[config.mk]
export PLATFORM = sky130hd
export DESIGN_NAME = riscv_retire_trace_monitor
export DESIGN_NICKNAME = d
export VERILOG_FILES = /design/src/rtl/riscv_trace_pkg.sv /design/src/rtl/trace_fifo.sv /design/src/rtl/riscv_retire_trace_monitor.sv
export SDC_FILE = /design/constraint.sdc
export NUM_CORES = 2
export LEC_CHECK = 0
export ABC_AREA = 0
export BUFFER_PORTS_ARGS = -buffer_cell sky130_fd_sc_hd__clkbuf_2
export CELL_PAD_IN_SITES_DETAIL_PLACEMENT = 1
export CELL_PAD_IN_SITES_GLOBAL_PLACEMENT = 2
export CORE_ASPECT_RATIO = 1.1
export CORE_MARGIN = 2
export CORE_UTILIZATION = 30
export DETAILED_ROUTE_END_ITERATION = 16
export PLACE_DENSITY_LB_ADDON = 0.12
export RECOVER_POWER = 100
export SYNTH_ARGS = -nofsm -noshare
export SYNTH_HDL_FRONTEND = slang
export SYNTH_SLANG_ARGS = --single-unit
[constraint.sdc]
create_clock -name clk -period 3.9 [get_ports clk]
set_clock_uncertainty 0.2 [all_clocks]
set_input_delay 0.78 -clock clk [delete_from_list [all_inputs] [get_ports clk]]
set_output_delay 0.78 -clock clk [all_outputs]
set_load 0.01 [all_outputs]
[src/rtl/riscv_trace_pkg.sv]
// Shared types for the retire-trace monitor: trace record, FSM state,
// done causes and the halt encodings watched on the retire port.
package riscv_trace_pkg;

   localparam int TRACE_XLEN = 32;

   localparam logic [31:0] INSTR_ECALL    = 32'h0000_0073;
   localparam logic [31:0] INSTR_EBREAK   = 32'h0010_0073;
   localparam logic [31:0] INSTR_SELF_JAL = 32'h0000_006F;

   typedef struct packed {
      logic [TRACE_XLEN-1:0] pc;
      logic [31:0]           instr;
      logic [4:0]            rd;
      logic                  rd_we;
      logic [TRACE_XLEN-1:0] rd_data;
   } trace_rec_t;

   typedef enum logic [1:0] {
      CAUSE_NONE     = 2'd0,
      CAUSE_HALT     = 2'd1,
      CAUSE_SELF_JAL = 2'd2,
      CAUSE_TIMEOUT  = 2'd3
   } done_cause_e;

   typedef enum logic [1:0] {
      S_IDLE = 2'd0,
      S_RUN  = 2'd1,
      S_DONE = 2'd2
   } state_e;

endpackage

[src/rtl/trace_fifo.sv]
// First-word-fall-through FIFO of trace records with synchronous clear.
// With TRACE_OVERWRITE_EN a push into a full FIFO evicts the oldest entry.
module trace_fifo
   import riscv_trace_pkg::*;
#(
   parameter type rec_t = trace_rec_t,
   parameter int  DEPTH = 16
) (
   input  logic clk,
   input  logic rst,
   input  logic clear,
   input  logic push,
   input  rec_t din,
   input  logic pop,
   output rec_t dout,
   output logic full,
   output logic empty
);

   localparam int AW = (DEPTH > 1) ? $clog2(DEPTH) : 1;
   localparam logic [AW:0] FULL_CNT = (AW+1)'(DEPTH);

   rec_t          mem [DEPTH];
   logic [AW-1:0] wr_ptr;
   logic [AW-1:0] rd_ptr;
   logic [AW:0]   count;
   logic          do_pop;
   logic          do_push;
   logic          head_adv;

   assign empty  = count == '0;
   assign full   = count == FULL_CNT;
   assign do_pop = pop && !empty;
   assign dout   = mem[rd_ptr];

`ifdef TRACE_OVERWRITE_EN
   // When full, the write lands on the old head slot and the head moves on.
   assign do_push  = push;
   assign head_adv = do_pop || (push && full);
`else
   assign do_push  = push && (!full || do_pop);
   assign head_adv = do_pop;
`endif

   always_ff @(posedge clk or negedge rst) begin
      if (!rst) begin
         wr_ptr <= '0;
         rd_ptr <= '0;
         count  <= '0;
         for (int i = 0; i < DEPTH; i++) mem[i] <= '0;
      end else if (clear) begin
         wr_ptr <= '0;
         rd_ptr <= '0;
         count  <= '0;
      end else begin
         if (do_push) begin
            mem[wr_ptr] <= din;
            wr_ptr      <= wr_ptr + AW'(1);
         end
         if (head_adv) rd_ptr <= rd_ptr + AW'(1);
         count <= count + (AW+1)'(do_push) - (AW+1)'(head_adv);
      end
   end

endmodule

[src/rtl/riscv_retire_trace_monitor.sv]
// Retire-port monitor: cycle/instret counters, halt/timeout detection and
// a trace FIFO for a drain consumer. Optional macro: TRACE_OVERWRITE_EN.
module riscv_retire_trace_monitor
   import riscv_trace_pkg::*;
#(
   parameter int XLEN       = 32,
   parameter int DEPTH      = 16,
   parameter int CNT_W      = 32,
   parameter int MAX_CYCLES = 1000
) (
   input  logic             clk,
   input  logic             rst,
   input  logic             enable,
   input  logic             retire_valid,
   input  logic [XLEN-1:0]  retire_pc,
   input  logic [31:0]      retire_instr,
   input  logic [4:0]       retire_rd,
   input  logic             retire_rd_we,
   input  logic [XLEN-1:0]  retire_rd_data,
   input  logic             trace_ready,
   output logic             trace_valid,
   output logic [XLEN-1:0]  trace_pc,
   output logic [31:0]      trace_instr,
   output logic [4:0]       trace_rd,
   output logic             trace_rd_we,
   output logic [XLEN-1:0]  trace_rd_data,
   output logic [CNT_W-1:0] cycle_count,
   output logic [CNT_W-1:0] instret_count,
   output logic [15:0]      drop_count,
   output logic             done,
   output logic [1:0]       done_cause
);

   typedef struct packed {
      logic [XLEN-1:0] pc;
      logic [31:0]     instr;
      logic [4:0]      rd;
      logic            rd_we;
      logic [XLEN-1:0] rd_data;
   } rec_t;

   localparam logic [CNT_W-1:0] LAST_CYCLE =
      CNT_W'((MAX_CYCLES == 0) ? 0 : MAX_CYCLES - 1);

   state_e      state;
   done_cause_e cause;
   done_cause_e cause_q;
   rec_t        rec_in;
   rec_t        head;
   logic        arm;
   logic        push;
   logic        pop;
   logic        drop;
   logic        fifo_full;
   logic        fifo_empty;
   logic        timeout;
   logic        is_halt;
   logic        is_jal;

   assign arm     = (state == S_IDLE) && enable;
   assign push    = (state == S_RUN) && retire_valid;
   assign pop     = !fifo_empty && trace_ready;
   assign drop    = push && fifo_full && !pop;
   assign timeout = (MAX_CYCLES != 0) && (cycle_count == LAST_CYCLE);
   assign is_halt = retire_valid && (retire_instr == INSTR_ECALL ||
                                     retire_instr == INSTR_EBREAK);
   assign is_jal  = retire_valid && (retire_instr == INSTR_SELF_JAL);

   always_comb begin
      cause = CAUSE_NONE;
      priority case (1'b1)
         is_halt: cause = CAUSE_HALT;
         is_jal:  cause = CAUSE_SELF_JAL;
         timeout: cause = CAUSE_TIMEOUT;
         default: cause = CAUSE_NONE;
      endcase
   end

   assign rec_in = '{pc: retire_pc, instr: retire_instr, rd: retire_rd,
                     rd_we: retire_rd_we, rd_data: retire_rd_data};

   trace_fifo #(
      .rec_t (rec_t),
      .DEPTH (DEPTH)
   ) u_fifo (
      .clk   (clk),
      .rst   (rst),
      .clear (arm),
      .push  (push),
      .din   (rec_in),
      .pop   (pop),
      .dout  (head),
      .full  (fifo_full),
      .empty (fifo_empty)
   );

   assign trace_valid   = !fifo_empty;
   assign trace_pc      = head.pc;
   assign trace_instr   = head.instr;
   assign trace_rd      = head.rd;
   assign trace_rd_we   = head.rd_we;
   assign trace_rd_data = head.rd_data;
   assign done_cause    = cause_q;

   always_ff @(posedge clk or negedge rst) begin
      if (!rst) begin
         state         <= S_IDLE;
         cycle_count   <= '0;
         instret_count <= '0;
         drop_count    <= '0;
         done          <= 1'b0;
         cause_q       <= CAUSE_NONE;
      end else begin
         unique case (state)
            S_IDLE: begin
               if (enable) begin
                  state         <= S_RUN;
                  cycle_count   <= '0;
                  instret_count <= '0;
                  drop_count    <= '0;
                  done          <= 1'b0;
                  cause_q       <= CAUSE_NONE;
               end
            end
            S_RUN: begin
               cycle_count <= cycle_count + CNT_W'(1);
               if (retire_valid) instret_count <= instret_count + CNT_W'(1);
               if (drop && drop_count != 16'hFFFF)
                  drop_count <= drop_count + 16'd1;
               if (cause != CAUSE_NONE) begin
                  state   <= S_DONE;
                  done    <= 1'b1;
                  cause_q <= cause;
               end
            end
            S_DONE: begin
               if (!enable) state <= S_IDLE;
            end
            default: state <= S_IDLE;
         endcase
      end
   end

endmodule

After elaboration in Yosys (flattened, before gate mapping)
Index checks and enable logic that the tools add are counted.

operators by class
  add/sub/neg operators = 7
  order comparisons = 3
  equality and inequality tests = 13
  multiplexer cells = 31
  bitwise gates (word level) = 3
  reductions and logical operators = 28

operator list
  kind                                                      count
  bitwise mux 1632 bit                                      1
  binary-select mux 102 bit (select 4 bit)                  1
  demux 102 bit (select 4 bit)                              1
  two-way mux 102 bit                                       3
  case mux 32 bit (2 select lines)                          2
  adder 32 x 1 -> 32 bit, second input constant             2
  equality test 32 x 7 -> 1 bit, second input constant      2
  two-way mux 32 bit                                        2
  equality test 32 x 10 -> 1 bit, second input constant     1
  equality test 32 x 21 -> 1 bit, second input constant     1
  two-way mux 16 bit                                        2
  case mux 16 bit (2 select lines)                          1
  adder 16 x 1 -> 16 bit, second input constant             1
  two-way mux 2 bit                                         8
  two-way mux 4 bit                                         4
  != test 16 bit, second input constant                     1
  AND reduction 3 bit                                       4
  logical AND 1 bit                                         11
  greater-or-equal comparator 5 bit, second input constant  2
  inverter 4 -> 5 bit                                       2
  adder 4 x 1 -> 4 bit, second input constant               2
  nonzero test 2 bit                                        4
  != test 2 bit, second input constant                      3
  case mux 2 bit (3 select lines)                           1
  other kinds (17)                                          23

storage, ports and cells
  register bits = 1730
  bits of input ports = 107
  output and inout port bits = 186
  word-level logic and storage cells = 174

Logic depth before layout (Yosys ltp)
  word-level depth = 9
  mapped depth = 15
  mapped depth without buffers = 14

Cells and area by module
Synthesis repeated with hierarchy kept, for this count alone.

unflattened totals
  cells, all modules = 5019
  area, all modules = 80973.9 µm²

by module, submodules not included
  module                      times used  cells each  area each (µm²)  seq. area each (µm²)
  trace_fifo                  1           4508        76398.3          41164.5
  riscv_retire_trace_monitor  1           511         4575.6           2127.0

Least setup slack after synthesis
OpenSTA, ideal clock, no wires.

  path type = flip-flop to flip-flop
  from = register u_fifo.count[3]
  to = register u_fifo.count[4]
  library setup time = 78 ps
  arrival = 2963 ps
  required time = 3622 ps
  slack = 659 ps
  cell stages (with the launch flop) = 16
  buffers on the path = 1
  period minus slack after synthesis = 3241 ps
  path through = dfrtp_1 inv_1 ha_1 or4b_2 and2_1 clkbuf_1 ha_1 inv_1 ha_1 inv_1 fa_1 inv_1 a21oi_1 nor2_1 or3_1 a21oi_1

on the way
  longest elaborated chain between the ends = 9
  elaborated cells between the ends (all ways) = 11
  classes of those cells = add/sub (2); eq/ne (1); mux (1); reduce/logical (7)

ends and longest elaborated chain
  what                           line                              source
  start, declared                trace_fifo.sv:26                  logic [AW:0] count;
  start signal, assigned         trace_fifo.sv:61                  count <= count + (AW+1)'(do_push) - (AW+1)'(head_adv);
  zero test 5 bit (*)            trace_fifo.sv:31                  assign empty = count == '0;
  zero test 1 bit (*)            n/a
  named net trace_valid          riscv_retire_trace_monitor.sv:21  output logic trace_valid,
  logical AND 1 bit              riscv_retire_trace_monitor.sv:62  assign pop = !fifo_empty && trace_ready;
  logical AND 1 bit (*)          trace_fifo.sv:33                  assign do_pop = pop && !empty;
  logical OR 1 bit               trace_fifo.sv:41                  assign do_push = push && (!full || do_pop);
  logical AND 1 bit              trace_fifo.sv:41
  adder 5 x 1 -> 5 bit           trace_fifo.sv:61
  subtractor 5 x 1 -> 5 bit (*)  trace_fifo.sv:61
  two-way mux 5 bit (*)          trace_fifo.sv:51                  end else if (clear) begin

Mark *: on every way through the listed nets, which the timed path passes. The rest lies on a longest branch.
A chain may end at the register's enable or synchronous reset.

Final worst setup path
  from = register u_fifo.rd_ptr[0]
  to = output trace_instr[2]

on the way
  longest elaborated chain between the ends = 4

ends and longest elaborated chain
  what                                                     line                              source
  start, declared                                          trace_fifo.sv:25                  logic [AW-1:0] rd_ptr;
  start signal, assigned                                   trace_fifo.sv:60                  if (head_adv) rd_ptr <= rd_ptr + AW'(1);
  inverter 4 -> 5 bit (not written as such)                trace_fifo.sv:34                  assign dout = mem[rd_ptr];
  binary-select mux 102 bit (select 4 bit)                 trace_fifo.sv:34
  two-way mux 102 bit (not written as such) (2 in series)  trace_fifo.sv:34
  end, declared                                            riscv_retire_trace_monitor.sv:23  output logic [31:0] trace_instr,

No other way between the ends. The select of a mux whose other input is x is not followed.

==> flow_summary.yaml <==
status:
  status: "finished with violations"
  violations: "capacitance limit, slew limit, setup timing"
critical_path:
  worst-path-max-fanout: 7
  r2r-start: "state[1]$_DFFE_PN0P_"
  worst_path_max_delay_cell: "mux4_2"
  startpoint_type: "register"
  cp-end-kind: "output pin"
  critPathKind: "register to output pin"
  critPathBufInv: 4
  critPathArrivalTime_ns: 3.19
  crit_chain: "buf_12 -> buf_16 -> buf_16 -> mux4_2 -> mux4_2 -> clkbuf_2"
  reg2reg_depth: 6
  slowest_delay_ns: 0.61
  cp_data_required_time_ns: 2.92
  r2r_setup_slack_ns: 0.11
  crit_family: "multiplexers"
  timing.rr.end: "u_fifo.mem[1252]$_DFFE_PN0P_"
synthesis:
  ys_types: 61
  synth-seq-area-share_pct: 55.3
  synthesis.instances: 4746
  synth_edf_count: 0
  synth_nets: 4868
  synth_ff_type: "dfrtp_1"
  ys_warn_count: 0
  avgSynthCellArea_um2: 16.5
  ys_async_sr_fraction_pct: 100
  synth-seq-cells: 1730
  syn-cell-area_um2: 78200
route:
  drt_iter0_markers: 1858
  post_drt_wl_per_cell_um: 28.0
  drtAntennaViolNets: 0
  top_layer: "met5"
  remaining_drc_errors: 0
  vias: 44100
  first_pass_iters: 5
  dr_wl_met2_mm: 122
  dr_wl_met3_mm: 6.76
  wirelength_mm: 244
  vias_per_cell: 5.04
  wl_met1_mm: 110
layout:
  layout-drive-gt1-share_pct: 54.3
  final_cell_count_no_fill: 8741
  mostFrequentLayoutCell: "dfrtp_1"
  mostFrequentLayoutCells: "1726 x dfrtp_1, 1557 x mux2_2, 510 x mux4_2, 241 x clkbuf_16, 208 x clkbuf_2"
  syn2layout_area_growth_pct: 18.4
  final_net_count: 5228
  fin_area_um2: 92600
sta:
  hold_viol_final: 0
  max-slew-margin-rel_pct: -53.0
  worst_slack_ns: -0.269
  fin_crit_sh_pct: 107
  fmax_ghz: 0.240
  rsz0062_at_grt: "yes"
  whs_ns: 0.181
  drv_slew: 67
  worst_pin_slew_ns: 2.30
  min_period_ns: 4.17
  setup_viol: 191
floorplanning:
  die_area_um2: 265000
  start_util_pct: 30.2
  core_region_area_um2: 259000
  rows: 196
  die_w_um: 491
  ioPinCount: 293
  die_h_um: 540
placement:
  dp_hpwl_mm: 138
  routabilityCongestion: 0.709
  dpl-instance-area_um2: 84600
  io_buffers: 292
  dp_slack_ns: 0.107
  dp_cells: 8265
clock_network:
  clock-sinks: 1730
  cts_buffer_depth: 4
  clockRootBuffer: "clkbuf_16"
  tritoncts: "yes"
  htreeDepth: 4
  cts_buffers: 211
  insertion_delay_ns: 0.85
  clkTransAtPathRegs_ns: 0.06
power_and_ir_drop:
  power_mw: 80.0
  p_leak_nw: 40.6
  power.density_nw_per_um2: 864
  p_switching_mw: 24.9
  ir_worst_vdd_v: 0.000461
  power_frac_comb_pct: 38.3
  p_int_mw: 55.2
  switching_share_pct: 31.1
  seq_power_share_pct: 36.5
  clkPwrFrac_pct: 25.1
min_path:
  worstHoldEndpoint: "u_fifo.mem[1171]$_DFFE_PN0P_"
  hp-class: "input port to register"
  hp-start: "retire_instr[11]"
  worstHoldPathCells: 3
flow_run:
  maxCapViolCount: 2
grt:
  grt_util_all_layers_pct: 18.0
  grt-ovfl-total: 0
  grt_pass1_wl_mm: 356
  grt_pass1_vias: 49300
  antenna_found_initial: 31
  grt_max_degree: 125
==> worst max path at each step <==
stage	start	slack (ns)	depth (start not counted)	end
finish	u_fifo.rd_ptr[0]$_DFFE_PN0P_	-0.27	6	trace_instr[2]
global route	u_fifo.rd_ptr[0]$_DFFE_PN0P_	-0.36	7	trace_pc[20]
CTS	u_fifo.rd_ptr[0]$_DFFE_PN0P_	-0.40	5	trace_rd_data[29]
detailed placement	retire_valid	0.11	7	u_fifo.mem[940]$_DFFE_PN0P_
global placement	retire_valid	0.12	7	u_fifo.mem[941]$_DFFE_PN0P_
floorplan	u_fifo.count[3]$_DFF_PN0_	0.66	15	u_fifo.count[4]$_DFF_PN0_
==> flip-flops by register name, indices dropped and copies added, names as in the netlist <==
name / cells
u_fifo.mem: 1632
cycle_count: 32
instret_count: 32
drop_count: 16
u_fifo.count: 5
u_fifo.rd_ptr: 4
u_fifo.wr_ptr: 4
done_cause: 2
state: 2
done: 1
==> worst min-delay path, stage by stage <==
cell and delay, ns:
clkbuf_2 0.08, buf_4 0.21, mux2_1 0.16
==> kinds of logic (layout without fill, tap and decap cells) <==
| logic type | Yosys count | count (layout) | share of synthesized area, % |
|---|---|---|---|
| simple gates | 288 | 288 | 1.92 |
| fa+ha+maj | 15 | 15 | 0.250 |
| compound gates | 71 | 71 | 0.622 |
| other cells | 0 | 7 | 0 |
| flops | 1730 | 1730 | 55.3 |
| xor+xnor | 42 | 42 | 0.470 |
| buf+inv | 435 | 958 | 2.87 |
| mux | 2165 | 2165 | 38.5 |
==> cells in the mapped netlist, types with 3 or more instances <==
cell type / count / share of area (%)
mux4_2: 510 / 15
o31ai_1: 9 / 0.086
nand3_1: 31 / 0.20
mux2_4: 10 / 0.19
nor3_1: 13 / 0.083
and4_1: 9 / 0.10
clkbuf_1: 184 / 0.88
ha_1: 14 / 0.22
mux2i_1: 18 / 0.23
or4_1: 4 / 0.038
a21oi_1: 14 / 0.090
and2_1: 3 / 0.024
xnor2_1: 6 / 0.067
buf_1: 14 / 0.067
and3_1: 15 / 0.12
o21ai_0: 17 / 0.11
nor4_1: 12 / 0.096
o211ai_1: 9 / 0.086
dfrtp_1: 1730 / 55
nand2b_1: 3 / 0.024
a22o_1: 8 / 0.090
xor2_1: 36 / 0.40
buf_2: 140 / 0.90
nor4b_1: 3 / 0.034
buf_4: 56 / 0.54
nand2_1: 61 / 0.29
nand4_1: 34 / 0.27
or3_1: 6 / 0.048
buf_8: 8 / 0.15
inv_1: 15 / 0.072
nor2_1: 74 / 0.36
mux2_2: 1557 / 22
mux2_1: 70 / 1.0
buf_6: 18 / 0.26
nand4b_1: 3 / 0.034
==> layer usage <==
layer | vias up | track usage (%)
met2 | 589 | 30.4
li1 | 18600 | -
met3 | 319 | 2.36
met4 | 20 | 4.94
met5 | - | 0
met1 | 24600 | 24.3
==> power by group through the flow <==
stage          Sequential (mW)  Combinational, mW  Clock, mW
6_report                  29.2               30.7       20.1
5_1_grt                   30.3               32.9       21.5
4_1_cts                   29.3               29.7       20.9
3_5_place_dp              29.6               28.4          0
3_3_place_gp              29.3               28.0          0
2_1_floorplan             27.9               19.4          0
==> repair_timing <==
| action | 4_1_cts | 5_1_grt |
|---|---|---|
| hold endpoints to repair | 36 | 0 |
| resized for setup | 43 | 106 |
| cloned | 15 | 32 |
| hold buffers | 2 | 0 |
| setup endpoints to repair | 102 | 102 |
| buffers inserted | 7 | 41 |
==> stage by stage <==
stage	setup TNS [ns]	utilization, %
after floorplan	0	-
final	-24.54	35.7
after detailed placement	0	32.6
after CTS	-32.56	35.6
after global placement	0	32.6
after global routing	-86.95	35.7
==> final cells by class <==
cell class / count / area [um^2]
timing repair buffer: 567 / 5190
sequential: 1730 / 43300
inverter: 15 / 56.3
clock buffer: 318 / 6230
multi-input combinational: 2581 / 32700
fill: 26100 / 167000
antenna: 7 / 17.5
clock inverter: 58 / 817
tap: 3465 / 4340
(Power assumes the default switching activity.)
